--- src/rtl/ex_stage_pkg.sv ---
// Execute-stage output bundle consumed by the memory-access stage.
package ex_stage_pkg;

    typedef struct packed {
        logic [4:0]  rd;
        logic [31:0] opr_b;
        logic [31:0] opr_res;
        logic        rf_en;
        logic        dm_en;
        logic [1:0]  wb_sel;
    } ex_stage_out_t;

endpackage

--- src/rtl/mem_stage_pkg.sv ---
// Types shared by the memory-access stage: writeback bundle, FSM state and wb_sel load encoding.
package mem_stage_pkg;

    import ex_stage_pkg::*;

    localparam logic [1:0] WB_SEL_MEM_DEFAULT = 2'b01;

    typedef enum logic [1:0] {
        IDLE = 2'd0,
        REQ  = 2'd1,
        WAIT = 2'd2,
        DONE = 2'd3
    } mem_state_t;

    typedef struct packed {
        logic [4:0]  rd;
        logic [31:0] opr_res;
        logic [31:0] rdata;
        logic        rf_en;
        logic [1:0]  wb_sel;
        logic        misalign;
    } mem_stage_out_t;

endpackage

--- src/rtl/mem_stage.sv ---
// Memory-access stage: issues one load/store at a time and hands results to writeback.
// Optional MEM_STAGE_MISALIGN_CHECK_EN flags misaligned accesses instead of issuing them.
//
// state | meaning
// IDLE  | empty, ready for an instruction from execute
// REQ   | request held on the memory port until granted
// WAIT  | load granted, waiting for read data
// DONE  | result presented to writeback until accepted
module mem_stage
    import ex_stage_pkg::*;
    import mem_stage_pkg::*;
#(
    parameter logic [1:0] WB_SEL_MEM = WB_SEL_MEM_DEFAULT
) (
    input  logic           clk,
    input  logic           rst,
    input  ex_stage_out_t  ex_i,
    input  logic           ex_valid_i,
    output logic           ex_ready_o,
    output logic           dm_req_o,
    output logic           dm_we_o,
    output logic [31:0]    dm_addr_o,
    output logic [31:0]    dm_wdata_o,
    input  logic           dm_gnt_i,
    input  logic           dm_rvalid_i,
    input  logic [31:0]    dm_rdata_i,
    output mem_stage_out_t wb_o,
    output logic           wb_valid_o,
    input  logic           wb_ready_i
);

    mem_state_t    state_q, state_d;
    ex_stage_out_t hold_q, hold_d;
    logic [31:0]   rdata_q, rdata_d;
    logic          ex_ready;
    logic          is_mem_in;
`ifdef MEM_STAGE_MISALIGN_CHECK_EN
    logic          mis_q, mis_d;
`endif

    assign is_mem_in = ex_i.dm_en || (ex_i.wb_sel == WB_SEL_MEM);

    always_comb begin
        state_d  = state_q;
        hold_d   = hold_q;
        rdata_d  = rdata_q;
        ex_ready = 1'b0;
`ifdef MEM_STAGE_MISALIGN_CHECK_EN
        mis_d    = mis_q;
`endif
        case (state_q)
            IDLE: ex_ready = 1'b1;
            REQ: begin
                if (dm_gnt_i) begin
                    if (hold_q.dm_en) begin
                        state_d = DONE;
                    end else if (dm_rvalid_i) begin
                        rdata_d = dm_rdata_i;
                        state_d = DONE;
                    end else begin
                        state_d = WAIT;
                    end
                end
            end
            WAIT: begin
                if (dm_rvalid_i) begin
                    rdata_d = dm_rdata_i;
                    state_d = DONE;
                end
            end
            DONE: begin
                ex_ready = wb_ready_i;
                if (wb_ready_i) state_d = IDLE;
            end
            default: state_d = IDLE;
        endcase

        // Accept overrides the DONE->IDLE step so instructions can stream back-to-back.
        if (ex_valid_i && ex_ready) begin
            hold_d  = ex_i;
            rdata_d = '0;
            state_d = is_mem_in ? REQ : DONE;
`ifdef MEM_STAGE_MISALIGN_CHECK_EN
            mis_d = is_mem_in && (ex_i.opr_res[1:0] != 2'b00);
            if (mis_d) state_d = DONE;
`endif
        end
    end

    always_ff @(posedge clk or posedge rst) begin
        if (rst) begin
            state_q <= IDLE;
            hold_q  <= '0;
            rdata_q <= '0;
`ifdef MEM_STAGE_MISALIGN_CHECK_EN
            mis_q   <= 1'b0;
`endif
        end else begin
            state_q <= state_d;
            hold_q  <= hold_d;
            rdata_q <= rdata_d;
`ifdef MEM_STAGE_MISALIGN_CHECK_EN
            mis_q   <= mis_d;
`endif
        end
    end

    assign ex_ready_o = ex_ready;
    assign dm_req_o   = (state_q == REQ);
    assign dm_we_o    = dm_req_o && hold_q.dm_en;
    assign dm_addr_o  = dm_req_o ? {hold_q.opr_res[31:2], 2'b00} : '0;
    assign dm_wdata_o = dm_we_o ? hold_q.opr_b : '0;
    assign wb_valid_o = (state_q == DONE);

    always_comb begin
        wb_o         = '0;
        wb_o.rd      = hold_q.rd;
        wb_o.opr_res = hold_q.opr_res;
        wb_o.rdata   = rdata_q;
        wb_o.wb_sel  = hold_q.wb_sel;
`ifdef MEM_STAGE_MISALIGN_CHECK_EN
        wb_o.rf_en    = hold_q.rf_en && !mis_q;
        wb_o.misalign = mis_q;
`else
        wb_o.rf_en    = hold_q.rf_en;
        wb_o.misalign = 1'b0;
`endif
    end

endmodule
--- config.mk ---
export PLATFORM = sky130hd
export DESIGN_NAME = mem_stage
export DESIGN_NICKNAME = d
export VERILOG_FILES = /design/src/rtl/ex_stage_pkg.sv /design/src/rtl/mem_stage_pkg.sv /design/src/rtl/mem_stage.sv
export SDC_FILE = /design/constraint.sdc
export NUM_CORES = 1
export LEC_CHECK = 0
export ABC_CLOCK_PERIOD_IN_PS = 3800
export CAP_MARGIN = 20
export CORE_MARGIN = 5
export CORE_UTILIZATION = 35
export CTS_BUF_LIST = sky130_fd_sc_hd__clkbuf_8
export CTS_CLUSTER_DIAMETER = 30
export DETAILED_ROUTE_END_ITERATION = 6
export PLACE_DENSITY = 0.81
export SETUP_SLACK_MARGIN = 0.5
export SLEW_MARGIN = 15
export SYNTH_ARGS = -nofsm -noshare
export SYNTH_HDL_FRONTEND = slang
export SYNTH_SLANG_ARGS = --single-unit
--- constraint.sdc ---
create_clock -name clk -period 3.8 [get_ports clk]
set_clock_uncertainty 0.2 [all_clocks]
set_input_delay 0.76 -clock clk [delete_from_list [all_inputs] [get_ports clk]]
set_output_delay 0.76 -clock clk [all_outputs]
set_load 0.1 [all_outputs]
==> flow_metrics.tcl <==
set metrics [dict create \
    cp-end-kind "primary output" \
    required_ns 2.84 \
    slowest_stage "ha_4" \
    min_path_cells 1 \
    slowest_delay_ns 0.53 \
    ctsResizeCount 1 \
    min_period_ns 3.06 \
    cts_tree "done" \
    relSlewSlack_pct 32.2 \
    place.gp.congestion 0.763 \
    grt_max_degree 109 \
    grt_pass1_wl_mm 21.0 \
    reg2reg_depth 7 \
    final_max_slew_viol_count 0 \
    clock.fmax_ghz 0.327 \
    first_global_vias 4012 \
    core-area_um2 14500 \
    synth.distinct_cells 30 \
    grt-ovfl-total 0 \
    synth_seq_cells 107 \
    maxCapViolations 0 \
    n_antenna_cell 0 \
    critPathMaxFanout 68 \
    first_pass_iters 4 \
    drt-total-wl_mm 13.2 \
    antenna_found_initial 0 \
    wire_per_inst_um 16.6 \
    gr-usage-all-layers_pct 14.7 \
    dieArea_um2 17300 \
    multi_input_area_um2 1970 \
    cts-root-buf "clkbuf_8" \
    drt-initial-drc-count 156 \
    placement.io_buffers 248 \
    fin_nets 718 \
    drc_errors 0 \
    hold_violations 0 \
    synth_warnings 0 \
    cts_buffers 9 \
    hpwl_mm 9.66 \
    ys_seq_area_share_pct 51.9 \
    synth_top_cell_area_share_pct 51.9 \
    clock_latency_ns 0.35 \
    clockBufferDepth 2 \
    final_cell_mix "clkdlybuf4s50_1 (181), dfrtp_1 (107), mux2_2 (73), buf_4 (68), mux2i_1 (32)" \
    dr_total_vias 3685 \
    final_layout_size_suffix_gt1_share_pct 32.4 \
    fill_cells 1239 \
    rsz0062_at_grt "no" \
    tightest_slew_ns 1.01 \
    start_util_pct 35.6 \
    critPathKind "flip-flop to primary output" \
    clkSlewWorstSetupHoldPaths_ns 0.09 \
    ios 252 \
    tns_ns 0 \
    postCtsSetupRepairBufs 0 \
    avgSynthCellArea_um2 12.7 \
    die_w_um 131 \
    hp-class "flip-flop to flip-flop" \
    holdBufCountCts 0 \
    htreeDepth 3 \
    die_y_um 131 \
    yosys.area.top_type "dfrtp_1" \
    crit_cells 4 \
    vias_per_cell 4.65 \
    cts_sinks 107 \
    cp.arrival_ns 2.10 \
    syn2layout_area_growth_pct 44.8 \
    timing.final.crit_share_pct 80.6 \
    worstPathCellList "inv_1, ha_4, and3_1, buf_4" \
    synth_cells 406 \
    ant_nets 0 \
    critPathTopFamily "adder cells" \
    outcome "completed" \
    setup_viol 0 \
    start_kind "flip-flop" \
    rows 44 \
    syn-cell-area_um2 5150 \
    cp_num_buf_inv 2 \
    final_common_cell "clkdlybuf4s50_1" \
    ys_top_cells_by_area "dfrtp_1 (52%), mux2_2 (16%), buf_4 (7.9%)" \
    ff_latch_area_um2 2680 \
]
==> logic make-up (layout without fill, tap and decap cells) <==
group | Yosys count | count (layout) | share of synthesized area [%]
simple gates | 108 | 108 | 13.0
fa+ha+maj | 4 | 4 | 0.971
mux | 105 | 105 | 22.2
compound gates | 9 | 9 | 1.55
other cells | 1 | 3 | 0.0727
buf+inv | 72 | 272 | 10.3
flops | 107 | 107 | 51.9
==> registers in the layout, indices dropped and copies added, names as in the netlist <==
signal and count:
wb_o 40, state_q 2, rdata_q 32, hold_q 33
==> final cells by class <==
type / count / area share, %
repair buffers: 252 / 32.0
multi-input cells: 229 / 26.5
flip-flops and latches: 107 / 35.9
inverters: 4 / 0.252
clock buffers: 10 / 1.84
clock inverters: 6 / 0.453
well taps: 184 / 3.09
==> path summary, 6_finish.rpt <==
| path | to | slack, ns | startpoint |
|---|---|---|---|
| worst min-delay path | hold_q[64] | 0.31 | hold_q[64] |
| min in group asynchronous | rdata_q[25] | 0.69 | rst |
| worst min register to register | hold_q[64] | 0.31 | hold_q[64] |
| worst max register to register | rdata_q[13] | 1.13 | state_q[1] |
| worst max-delay path | dm_wdata_o[4] | 0.74 | state_q[1] |
| max in group asynchronous | hold_q[65] | 2.23 | rst |
==> through the flow <==
step	hold slack [ns]	cells	utilization, %	instance area (um^2)	setup slack, ns
floorplan	0.271	408	-	5170	0.556
global route	0.324	792	51.5	7460	0.589
detailed placement	0.292	775	50.1	7250	0.748
global placement	0.284	775	50.1	7250	0.871
CTS	0.314	791	51.3	7430	0.701
finish	0.310	792	51.5	7460	0.738
==> worst reg2reg max path, delay by kind of cell, from the launching register on <==
family / cells / cell delay [ns]
buffers and inverters: 2 / 0.59
adders and majority gates: 1 / 0.53
DFF: 1 / 0.43
and+or+nand+nor: 2 / 0.33
muxes: 1 / 0.32
AOI/OAI and AO/OA: 1 / 0.13
==> cells in the mapped netlist <==
cell         n
inv_1        4
buf_4       54
o31a_1       1
nor2_2      30
ha_1         4
o21a_1       1
mux2_2      73
nor2_1       5
mux2i_1     32
and3b_1      1
and3_2       3
a21oi_1      3
buf_2        1
buf_12       3
o21ai_0      1
or3_1        1
and3_1      29
o21ai_4      1
or2_1        1
dfrtp_1    107
and2b_1      2
o21bai_4     1
clkbuf_1     9
and2_1      31
a2111oi_0    1
nor3b_1      1
nor2b_1      2
buf_6        1
nor3_1       2
conb_1       1
==> layer usage <==
| layer | share of wire (%) | up-vias | track usage, % |
|---|---|---|---|
| li1 | - | 1704 | - |
| met1 | 38 | 1821 | 16.6 |
| met2 | 52 | 145 | 26.1 |
| met3 | 7.9 | 15 | 4.97 |
| met4 | 1.5 | 0 | 4.97 |
| met5 | 0 | - | 0 |
Power is left out: the tool's default activity adds up to more than one toggle a clock period on the data nets, which glitch-free logic cannot reach.
